### config.mk
export PLATFORM = sky130hd
export DESIGN_NAME = dct_mac_unit
export DESIGN_NICKNAME = d
export VERILOG_FILES = /design/src/rtl/dct_mac_unit.sv
export SDC_FILE = /design/constraint.sdc
export NUM_CORES = 1
export LEC_CHECK = 0
export CAP_MARGIN = 10
export CORE_MARGIN = 4
export CORE_UTILIZATION = 64
export DETAILED_ROUTE_END_ITERATION = 7
export GPL_ROUTABILITY_DRIVEN = 1
export PLACE_DENSITY = 0.82
export SYNTH_ARGS = -nofsm -noshare
export SYNTH_HDL_FRONTEND = slang
export SYNTH_SLANG_ARGS = --single-unit
### constraint.sdc
create_clock -name clk -period 9.3 [get_ports clk]
set_clock_uncertainty 0.05 [all_clocks]
set_input_delay 2.79 -clock clk [delete_from_list [all_inputs] [get_ports clk]]
set_output_delay 2.79 -clock clk [all_outputs]
set_load 0.03 [all_outputs]
### src/rtl/dct_mac_unit.sv
`timescale 1ns/1ps
// Purpose : 8x8 forward-DCT multiply-accumulate; sums pixel*T[u][x]*T[v][y] over a block, emits a rounded coefficient.
// Latency : 5 clock edges from the act_mac carrying the last term (x=7,y=7) to the coef_valid pulse.
// Backpr. : none; one term accepted every cycle, bubbles allowed, clr flushes the pipeline.
//
// Ports   : clk, rst_in (async, active-high), clr (sync flush), act_mac + u/v/x/y/pixel (term input),
//           coef/coef_valid/coef_addr ({v,u}) result, seq_err (sticky term-order error).
// Config  : DCT_MAC_LEVEL_SHIFT_EN defined -> pixel operand is pixel-128; undefined -> pixel zero-extended.
module dct_mac_unit (
    input  logic               clk,
    input  logic               rst_in,
    input  logic               clr,
    input  logic               act_mac,
    input  logic [2:0]         u,
    input  logic [2:0]         v,
    input  logic [2:0]         x,
    input  logic [2:0]         y,
    input  logic [7:0]         pixel,
    output logic signed [11:0] coef,
    output logic               coef_valid,
    output logic [5:0]         coef_addr,
    output logic               seq_err
);

    // Per-term tag carried alongside the datapath.
    typedef struct packed {
        logic       first;
        logic       last;
        logic [5:0] addr;
    } tag_t;

    // Cosine basis T[k][n] = round(64*cos((2n+1)k*pi/16)) for k>0, 45 for k=0.
    // The angle index is folded into the first quadrant so only nine magnitudes are stored.
    function automatic logic signed [7:0] trom(input logic [2:0] k, input logic [2:0] n);
        logic [6:0] prod;
        logic [4:0] m;
        logic [4:0] idx;
        logic       neg;
        logic [7:0] mag;
        prod = {3'b000, n, 1'b1} * {4'b0000, k};
        m    = prod[4:0];
        if (m <= 5'd8) begin
            idx = m;
            neg = 1'b0;
        end else if (m <= 5'd16) begin
            idx = 5'd16 - m;
            neg = 1'b1;
        end else if (m <= 5'd24) begin
            idx = m - 5'd16;
            neg = 1'b1;
        end else begin
            idx = 5'd0 - m;   // 32 - m modulo 32
            neg = 1'b0;
        end
        case (idx)
            5'd0:    mag = 8'd64;
            5'd1:    mag = 8'd63;
            5'd2:    mag = 8'd59;
            5'd3:    mag = 8'd53;
            5'd4:    mag = 8'd45;
            5'd5:    mag = 8'd36;
            5'd6:    mag = 8'd24;
            5'd7:    mag = 8'd12;
            default: mag = 8'd0;
        endcase
        if (k == 3'd0) begin
            mag = 8'd45;
            neg = 1'b0;
        end
        return $signed(neg ? (8'd0 - mag) : mag);
    endfunction

    logic signed [8:0]  p_nxt;
    logic signed [7:0]  cu_nxt;
    logic signed [7:0]  cv_nxt;
    tag_t               tag_nxt;

    always_comb begin
`ifdef DCT_MAC_LEVEL_SHIFT_EN
        p_nxt = {1'b0, pixel} - 9'd128;
`else
        p_nxt = {1'b0, pixel};
`endif
        cu_nxt        = trom(u, x);
        cv_nxt        = trom(v, y);
        tag_nxt.first = (x == 3'd0) && (y == 3'd0);
        tag_nxt.last  = (x == 3'd7) && (y == 3'd7);
        tag_nxt.addr  = {v, u};
    end

    // Pipeline stages
    logic               s1_vld, s2_vld, s3_vld, s4_vld;
    logic signed [8:0]  s1_p, s2_p;
    logic signed [7:0]  s1_cu, s1_cv;
    logic signed [15:0] s2_w;
    logic signed [24:0] s3_m;
    logic signed [31:0] acc;
    tag_t               s1_tag, s2_tag, s3_tag, s4_tag;

    // Sequence checker state
    logic [5:0]         exp_idx;
    logic [5:0]         blk_uv;

    always_ff @(posedge clk or posedge rst_in) begin
        if (rst_in) begin
            s1_vld     <= 1'b0;
            s2_vld     <= 1'b0;
            s3_vld     <= 1'b0;
            s4_vld     <= 1'b0;
            s1_p       <= '0;
            s2_p       <= '0;
            s1_cu      <= '0;
            s1_cv      <= '0;
            s2_w       <= '0;
            s3_m       <= '0;
            acc        <= '0;
            s1_tag     <= '0;
            s2_tag     <= '0;
            s3_tag     <= '0;
            s4_tag     <= '0;
            coef       <= '0;
            coef_valid <= 1'b0;
            coef_addr  <= '0;
        end else if (clr) begin
            // Flush: the term presented alongside clr is dropped, and a pending output load is suppressed.
            s1_vld     <= 1'b0;
            s2_vld     <= 1'b0;
            s3_vld     <= 1'b0;
            s4_vld     <= 1'b0;
            acc        <= '0;
            coef_valid <= 1'b0;
        end else begin
            s1_vld <= act_mac;
            if (act_mac) begin
                s1_p   <= p_nxt;
                s1_cu  <= cu_nxt;
                s1_cv  <= cv_nxt;
                s1_tag <= tag_nxt;
            end

            s2_vld <= s1_vld;
            s2_w   <= 16'(s1_cu) * 16'(s1_cv);
            s2_p   <= s1_p;
            s2_tag <= s1_tag;

            s3_vld <= s2_vld;
            s3_m   <= 25'(s2_w) * 25'(s2_p);
            s3_tag <= s2_tag;

            // The first term loads instead of adding, so a new block can follow the previous last term directly.
            s4_vld <= s3_vld;
            if (s3_vld) begin
                acc    <= s3_tag.first ? 32'(s3_m) : acc + 32'(s3_m);
                s4_tag <= s3_tag;
            end

            // acc here already includes the last term; round half up then take bits [25:14].
            coef_valid <= s4_vld && s4_tag.last;
            if (s4_vld && s4_tag.last) begin
                coef      <= 12'((acc + 32'sd8192) >>> 14);
                coef_addr <= s4_tag.addr;
            end
        end
    end

    // Term-order checker: {x,y} must count 0..63 and (u,v) must stay fixed within a block.
    always_ff @(posedge clk or posedge rst_in) begin
        if (rst_in) begin
            exp_idx <= '0;
            blk_uv  <= '0;
            seq_err <= 1'b0;
        end else if (clr) begin
            exp_idx <= '0;
            seq_err <= 1'b0;
        end else if (act_mac) begin
            if (({x, y} != exp_idx) || ((exp_idx != 6'd0) && ({v, u} != blk_uv))) begin
                seq_err <= 1'b1;
            end
            if (exp_idx == 6'd0) begin
                blk_uv <= {v, u};
            end
            // Resynchronise on the observed index; after the last term this wraps to 0.
            exp_idx <= {x, y} + 6'd1;
        end
    end

endmodule
# ---- Yosys cells after proc, flatten, opt, wreduce, memory -nomap -nowiden
# Memory sizes are Yosys's and may differ from the RTL's.
# Index checks and enable logic that the tools add are counted.
dict set report totals {
  ff_bits 172
  mem_bits_ro 112
  inputBits 24
  out_inout_bits 20
  elab_cells 110
  n_memories 2
}
# name words word_bits read_ports rd_ports_with_merged_regs write_ports line_no
set mem_list {}
lappend mem_list {{(name not given)} 8 7 1 0 0 55} ;# case (idx)
lappend mem_list {{(name not given)} 8 7 1 0 0 55}
dict set report classes {
  addsub 11
  multipliers 4
  n_lt_le_gt_ge 6
  n_eq_ne 4
  mux 33
  bitwise 1
  reduce_logical 21
}
# op n
set ops {}
lappend ops {{$mux W32} 3}
lappend ops {{$mux W8} 6}
lappend ops {{$add A32 B25 Y32} 1}
lappend ops {{$mux W5} 6}
lappend ops {{$add A26 B15 Y26 const B} 1}
lappend ops {{$mul A16 B9 Y25} 1}
lappend ops {{$le A5 B5 Y1 const B} 4}
lappend ops {{$mul A8 B8 Y16} 1}
lappend ops {{$mux W1} 16}
lappend ops {{$sub A1 B8 Y8 const A} 2}
lappend ops {{$logic_not A3 Y1} 4}
lappend ops {{$mux W6} 2}
lappend ops {{$ne A6 B6 Y1} 2}
lappend ops {{$le A5 B4 Y1 const B} 2}
lappend ops {{$mul A4 B3 Y5} 2}
lappend ops {{$sub A1 B5 Y5 const A} 2}
lappend ops {{$sub A5 B5 Y5 const A} 2}
lappend ops {{$sub A5 B5 Y5 const B} 2}
lappend ops {{$reduce_and A2 Y1} 4}
lappend ops {{$add A6 B1 Y6 const B} 1}
lappend ops {{$eq A3 B3 Y1 const B} 2}
lappend ops {{$logic_not A6 Y1} 1}
lappend ops {{$reduce_bool A2 Y1} 3}
lappend ops {{$reduce_bool A6 Y1} 1}
lappend ops {{5 further kinds} 9}

# ---- Depth between registers and ports, before layout
# Gate-level depths: netlist of the first run.
dict set report depth {
  ltp_word 10
  ltp_mapped 20
  depth_no_buf 19
}

# ---- Worst setup path before layout of the first run
# OpenSTA, ideal clock, no wires.
dict set report synth_path {
  path_type {input to register}
  start {input x[0]}
  end {register s1_cu[6]}
  t_arrival_ns 6.469
  t_required_ns 9.115
  slack_ns 2.646
  stages 16
  cell_sequence {clkbuf_1 > nand2_1 > fa_1 > inv_1 > ha_1 > fa_1 > xor2_1 > xnor3_2 > a21boi_2 > mux2_4 > or3_1 > a211o_1 > ha_1 > a41oi_1 > xnor2_1 > o21ai_0}
}
dict set report synth_between {
  elab_chain_len 10
  elab_cells_between_ends 20
  classes_between {add/sub: 4; mul: 1; order compare: 3; mux: 10; reduce/logical: 1; memory: 1}
}
# item line_no
set synth_rtl {}
lappend synth_rtl {{start: declaration} 16} ;# input logic [2:0] x,
lappend synth_rtl {{$mul A4 B3 Y5 *} 40} ;# prod = {3'b000, n, 1'b1} * {4'b0000, k};
lappend synth_rtl {{$sub A1 B5 Y5, or another cell as far along} 52} ;# idx = 5'd0 - m;
lappend synth_rtl {{$mux W5} 48} ;# end else if (m <= 5'd24) begin
lappend synth_rtl {{$mux W5} 45} ;# end else if (m <= 5'd16) begin
lappend synth_rtl {{$mux W5} 42} ;# if (m <= 5'd8) begin
lappend synth_rtl {{$mem_v2 Z8 W7 / $logic_not A2 Y1 (equally long branches)} --}
lappend synth_rtl {{$mux W8} 55}
lappend synth_rtl {{$mux W8} 66} ;# if (k == 3'd0) begin
lappend synth_rtl {{$sub A1 B8 Y8} 70} ;# return $signed(neg ? (8'd0 - mag) : mag);
lappend synth_rtl {{$mux W8 *} 70}
lappend synth_rtl {{end signal: assignment} 136} ;# s1_cu <= cu_nxt;
lappend synth_rtl {{end: declaration} 94} ;# logic signed [7:0] s1_cu, s1_cv;
# Mark *: on every way between the ends. The rest lies on a longest branch, timed or not.
# A chain may end at the register's enable or synchronous reset.

# ---- Final worst setup path of the first run
dict set report layout_path {
  start {input u[0]}
  end {register s1_cu[6]}
}
dict set report layout_between {
  elab_chain_len 10
  elab_cells_between_ends 21
  classes_between {add/sub: 4; mul: 1; order compare: 3; mux: 10; reduce/logical: 2; memory: 1}
}
# item line_no
set layout_rtl {}
lappend layout_rtl {{start: declaration} 14} ;# input logic [2:0] u,
lappend layout_rtl {{$mul A4 B3 Y5} 40}
lappend layout_rtl {{$sub A1 B5 Y5, or another cell as far along} 52}
lappend layout_rtl {{$mux W5} 48}
lappend layout_rtl {{$mux W5} 45}
lappend layout_rtl {{$mux W5} 42}
lappend layout_rtl {{$mem_v2 Z8 W7 / $logic_not A2 Y1 (equally long branches)} --}
lappend layout_rtl {{$mux W8} 55}
lappend layout_rtl {{$mux W8} 66}
lappend layout_rtl {{$sub A1 B8 Y8} 70}
lappend layout_rtl {{$mux W8 *} 70}
# Marked as above.

==> flow_metrics.py, run 1 <==
metrics = {
    "synthesis": {
        "synth_area_per_cell_um2": 9.19,
        "ys_ff_latch": 166,
        "synth.net_count": 2030,
        "synth_edf_count": 0,
        "synth_area_um2": 15800,
        "ys_async_sr_fraction": 1.00,
        "ys.flop_type": "dfrtp_1",
        "ys_types": 63,
        "synth_cells": 1724,
        "ys_warn_count": 0,
        "seq_area_frac_synth": 0.262,
    },
    "clock_tree": {
        "clk_path_buf_depth": 2,
        "clkSinkCount": 166,
        "cts_hold_buf": 0,
        "cts_resized": 0,
        "insertion_delay_ns": 0.44,
        "cts_htree_levels": 4,
        "cts_buffers": 17,
        "cts_root_buffer": "clkbuf_16",
        "clk_pin_slew_ns": 0.07,
        "tritoncts": "built",
        "post-cts-setup-buffer-count": 0,
    },
    "routing": {
        "drt_pass1_iterations": 5,
        "wl_um": 32100,
        "ant_nets": 0,
        "wl_per_cell_um": 15.5,
        "drc": 0,
        "drt_iter0_drc": 649,
        "vias": 11575,
        "vias_per_cell": 5.58,
    },
    "setup_path": {
        "crit_path_max_incr_delay_ns": 0.73,
        "cp-start-kind": "primary input",
        "arrival_ns": 7.17,
        "critPathLaunch": "u[0]",
        "crit_required_ns": 9.55,
        "crit_type": "primary input to flip-flop",
        "path_cells": "clkdlybuf4s50_1, nand2_1, fa_1, inv_1, ha_1, fa_1, xor2_1, xnor3_2, a21boi_2, mux2_4, or3_1, a211o_1, ha_1, a41oi_1, xnor2_1, o21ai_0",
        "slowest_stage": "clkdlybuf4s50_1",
        "path_max_fanout": 12,
        "crit_path_end_kind": "flip-flop",
        "timing.rr.start": "s2_p[2]",
    },
    "min_path": {
        "hp-start": "s1_p[3]",
        "hold_class": "flip-flop to flip-flop",
    },
    "sta": {
        "post-route-min-period_ns": 6.92,
        "fin_crit_sh": 0.744,
        "fin_setup_tns_ns": 0,
        "slew_viol_final": 0,
        "hold_violations": 0,
        "relSlewSlack": 0.255,
        "rsz0062_at_grt": "no",
        "timing.fmax_mhz": 145,
        "tightest_slew_ns": 1.11,
        "setup_viol_count_final": 0,
    },
    "cells_and_area": {
        "final_layout_size_suffix_gt1_frac": 0.0555,
        "antenna_cells": 0,
        "area_growth_pct": 8.21,
        "final_area_um2": 17100,
        "fin_nets": 2042,
    },
    "outcome": {
        "outcome": "completed",
    },
    "global_route": {
        "grt_max_degree": 72,
        "antenna_found_initial": 0,
        "grt_usage": 0.252,
        "grt_pass1_vias": 12074,
        "grt_overflow": 0,
        "grt_pass1_wl_um": 55800,
    },
    "die": {
        "row_count": 57,
        "die_h_um": 165,
        "start_util": 0.652,
        "num_io_pins": 44,
        "coreArea_um2": 24300,
        "die_area_um2": 27300,
        "die_w_um": 165,
    },
    "placement": {
        "io_buffers": 43,
        "dp_hpwl_um": 24700,
        "gp_congestion": 0.905,
        "place_area_um2": 16500,
    },
    "flow_run": {
        "cap_violations": 0,
    },
}
[cell families after synthesis]
| family | count (synthesis) | synth area share |
|---|---|---|
| AND/OR/NAND/NOR | 552 | 0.164 |
| multiplexers | 53 | 0.0372 |
| AO/OA/AOI/OAI | 272 | 0.107 |
| XOR/XNOR | 106 | 0.0604 |
| flip-flops | 166 | 0.262 |
| adder cells (fa/ha/maj) | 282 | 0.300 |
| buffers and inverters | 293 | 0.0697 |
[per-layer routing]
layer	global-route usage	routed length (um)
met1	0.326	13900
met2	0.447	16600
met3	0.0280	870
met4	0.0754	706
met5	0	0
[critical path, delay by kind of cell]
kind	cells	cell delay, ns
muxes	1	0.34
adders and majority gates	4	1.34
xor gates and xnor gates	3	0.72
and+or+nand+nor	2	0.44
buffers and inverters	2	0.78
AOI/OAI and AO/OA	4	0.75
[synth_stat cells, types with 7 or more instances]
master    count  share of area
a31oi_1      11         0.0043
a21oi_1      48          0.015
a211oi_1     11         0.0052
o31ai_1       7         0.0033
nand2_1     248          0.059
nand2b_1     21         0.0083
dfrtp_1     166           0.26
a21o_1       14         0.0066
mux2i_1       9         0.0057
xnor2_1      55          0.030
nor3_1       18         0.0057
ha_1        118          0.093
a211o_1       7         0.0039
inv_1       233          0.055
o211ai_1     16         0.0076
buf_1        13         0.0031
nand3_1      23         0.0073
mux2_2       43          0.031
fa_1        164           0.21
o21ai_0     107          0.034
and2_1      132          0.052
xor2_1       49          0.027
clkbuf_1     43          0.010
nor2_1       79          0.019
[area by class of cell]
type | count | area, um2
fillers | 1798 | 7170
clock inverters | 15 | 200
repair buffers | 51 | 488
inverters | 235 | 887
clock buffers | 17 | 425
multi-input cells | 1265 | 10600
flip-flops and latches | 166 | 4150
well taps | 324 | 405
[state kept, by name, summed over array words and instances (netlist names), 6 cells and up]
signal and flops:
acc 26, blk_uv 6, coef 12, coef_addr 6, exp_idx 6, s1_cu 8, s1_cv 8, s1_p 8
s1_tag 8, s2_p 8, s2_tag 8, s2_w 16, s3_m 25, s3_tag 8, s4_tag 7
[cell usage in the layout (no fill, tap or decap), types with 3 or more instances in the layout]
cell type,n
nand2_1,248
inv_1,232
dfrtp_1,166
fa_1,164
and2_1,132
ha_1,118
o21ai_0,107
nor2_1,79
xnor2_1,55
xor2_1,49
a21oi_1,48
mux2_2,43
clkdlybuf4s50_1,42
nand3_1,23
nand2b_1,21
nor3_1,18
clkbuf_16,17
o211ai_1,16
a21o_1,14
a31oi_1,11
a211oi_1,11
mux2i_1,9
buf_4,9
o31ai_1,7
a211o_1,7
clkinv_8,7
nor2b_1,6
a41oi_1,6
and3_1,6
or2_2,5
a21boi_0,5
o21a_1,5
o21ai_1,5
or3_1,4
o211a_1,4
inv_8,4
o2111ai_1,3
nor3b_1,3
[worst paths after layout]
check                      depth (start not counted)         end  slack [ns]
max in group asynchronous                          3     s2_p[2]        5.34
min                                                2     s1_p[3]        0.42
max reg2reg                                       18    s3_m[23]        3.66
min in group asynchronous                          2  exp_idx[3]        2.76
max                                               16    s1_cu[6]        2.38
min reg2reg                                        2     s1_p[3]        0.42
[per-stage QoR]
stage	util	cells	hold slack (ns)	setup WS, ns
floorplan	-	1724	0.385	1.97
global placement	0.679	2041	0.400	2.07
detailed placement	0.679	2041	0.407	1.93
CTS	0.705	2073	0.426	2.37
global route	0.705	2073	0.456	2.11
finish	0.705	2073	0.421	2.38
Power of run 1 is left out: the tool's default activity adds up to more than one toggle a clock period on the data nets, which glitch-free logic cannot reach.
==> run 2, diff against run 1 <==
--- a/config.mk
+++ b/config.mk
@@ -7,10 +7,10 @@
 export LEC_CHECK = 0
 export CAP_MARGIN = 10
 export CORE_MARGIN = 4
-export CORE_UTILIZATION = 64
+export CORE_UTILIZATION = 58
 export DETAILED_ROUTE_END_ITERATION = 7
 export GPL_ROUTABILITY_DRIVEN = 1
-export PLACE_DENSITY = 0.82
+export PLACE_DENSITY = 0.79
 export SYNTH_ARGS = -nofsm -noshare
 export SYNTH_HDL_FRONTEND = slang
 export SYNTH_SLANG_ARGS = --single-unit
==> constraint.sdc (replaced) <==
create_clock -name clk -period 6.19 [get_ports clk]
set_clock_uncertainty 0.05 [all_clocks]
set_input_delay 1.857 -clock clk [delete_from_list [all_inputs] [get_ports clk]]
set_output_delay 1.857 -clock clk [all_outputs]
set_load 0.03 [all_outputs]
==> run 2 against run 1 <==
Utilization fell by 6.5 points. Critical path depth did not move. Final cell count rose by 1.4%. Register-to-register slack got worse by 3.1 ns. Count of clock-buffer cells in the layout did not move. Via count rose by 1.2%. Die area rose by 9.8%. Flip-flop and latch count did not move. Largest cell class unchanged. Non-clock buffer count rose by 13. Final area rose by 0.63%. Worst hold slack barely moved.
==> flow_metrics.py, run 2 (synthesis gave the netlist of run 1 again) <==
metrics = {
    "global_route": {
        "grt_max_degree": 74,
        "grt_pass1_wl_um": 56600,
        "grt_usage": 0.221,
        "antenna_found_initial": 0,
        "grt_overflow": 0,
        "grt_pass1_vias": 11991,
    },
    "sta": {
        "hold_violations": 0,
        "fin_setup_tns_ns": 0,
        "post-route-min-period_ns": 5.68,
        "setup_viol_count_final": 0,
        "relSlewSlack": 0.255,
        "timing.fmax_mhz": 176,
        "tightest_slew_ns": 1.11,
        "fin_crit_sh": 0.918,
        "slew_viol_final": 0,
        "rsz0062_at_grt": "no",
    },
    "die": {
        "row_count": 60,
        "start_util": 0.588,
        "coreArea_um2": 27000,
        "die_w_um": 173,
        "die_h_um": 173,
        "num_io_pins": 44,
        "die_area_um2": 30000,
    },
    "routing": {
        "drc": 0,
        "ant_nets": 0,
        "vias_per_cell": 5.57,
        "drt_iter0_drc": 821,
        "vias": 11711,
        "drt_pass1_iterations": 8,
        "wl_per_cell_um": 15.3,
        "wl_um": 32200,
    },
    "clock_tree": {
        "insertion_delay_ns": 0.43,
        "cts_htree_levels": 4,
        "tritoncts": "built",
        "clk_path_buf_depth": 2,
        "cts_hold_buf": 0,
        "post-cts-setup-buffer-count": 0,
        "cts_resized": 0,
        "clk_pin_slew_ns": 0.08,
        "clkSinkCount": 166,
        "cts_buffers": 17,
        "cts_root_buffer": "clkbuf_16",
    },
    "flow_run": {
        "cap_violations": 0,
    },
    "placement": {
        "place_area_um2": 16700,
        "gp_congestion": 0.920,
        "io_buffers": 43,
        "dp_hpwl_um": 25300,
        "dp_cells": 2071,
    },
    "cells_and_area": {
        "area_growth_pct": 8.89,
        "fillers": 2144,
        "mostFrequentLayoutCell": "nand2_1",
        "reg_top3": "acc: 26 flops, s3_m: 25 flops, s2_w: 16 flops",
        "antenna_cells": 0,
        "regMostFlops": "acc",
        "final_layout_size_suffix_gt1_frac": 0.0624,
        "layoutNonFillerInstCount": 2103,
        "final_area_um2": 17300,
        "layout_common_cells": "nand2_1, inv_1, dfrtp_1",
        "largest_reg_flops": 26,
        "fin_nets": 2055,
    },
    "setup_path": {
        "crit_type": "primary input to flip-flop",
        "path_cells": "clkdlybuf4s50_1, inv_1, fa_1, inv_1, ha_1, fa_1, xor2_1, xnor3_2, a21boi_2, mux2_4, or3_1, a211o_1, ha_1, a41oi_1, xnor2_1, o21ai_0",
        "cpLargestDelayFamily": "adder cells",
        "arrival_ns": 5.93,
        "slowest_stage": "fa_1",
        "crit_required_ns": 6.44,
        "crit_path_end_kind": "flip-flop",
        "worst-path-buf-inv": 3,
        "path_max_fanout": 4,
        "crit_path_max_incr_delay_ns": 0.54,
        "cp-start-kind": "primary input",
    },
    "outcome": {
        "outcome": "completed",
    },
    "min_path": {
        "hold_class": "flip-flop to flip-flop",
    },
}
## run 2: worst register-to-register path, delay by kind of cell (launching register included)
kind / cells / cell delay [ns]
flops: 1 / 0.70
fa+ha+maj: 5 / 2.38
simple gates: 2 / 0.27
compound gates: 7 / 1.83
buf+inv: 3 / 0.14
xor+xnor: 1 / 0.16
## run 2: layout make-up
type / instances / area [um2] / share of cell area
Multi-Input combinational cell: 1265 / 10600 / 0.614
Sequential cell: 166 / 4150 / 0.241
Inverter: 235 / 886 / 0.0513
Timing Repair Buffer: 64 / 598 / 0.0347
Tap cell: 341 / 427 / 0.0247
Clock buffer: 17 / 425 / 0.0247
Clock inverter: 15 / 178 / 0.0103
## run 2: path summary, 6_finish.rpt
kind,endpoint,start,slack (ns),depth (start not counted)
min reg2reg,s2_vld,s1_vld,0.42,1
min,s2_vld,s1_vld,0.42,1
min in group asynchronous,exp_idx[2],rst_in,1.83,2
max in group asynchronous,s2_w[4],rst_in,3.31,3
max,s1_cu[6],u[2],0.51,16
max reg2reg,s3_m[23],s2_p[2],0.53,18
## run 2: metrics by stage
step | hold WS [ns] | util | setup slack [ns]
finish | 0.421 | 0.640 | 0.505
global route | 0.444 | 0.640 | 0.169
CTS | 0.428 | 0.640 | 0.476
detailed placement | 0.413 | 0.618 | 0.0570
global placement | 0.393 | 0.618 | 0.136
floorplan | 0.385 | - | 0.469
## run 2: layer usage
layer	wire, um	part of all wire	track usage
met1	14100	0.44	0.289
met2	16400	0.51	0.394
met3	1010	0.031	0.0246
met4	665	0.021	0.0589
met5	0	0	0
Power of run 2 is left out for the same reason.
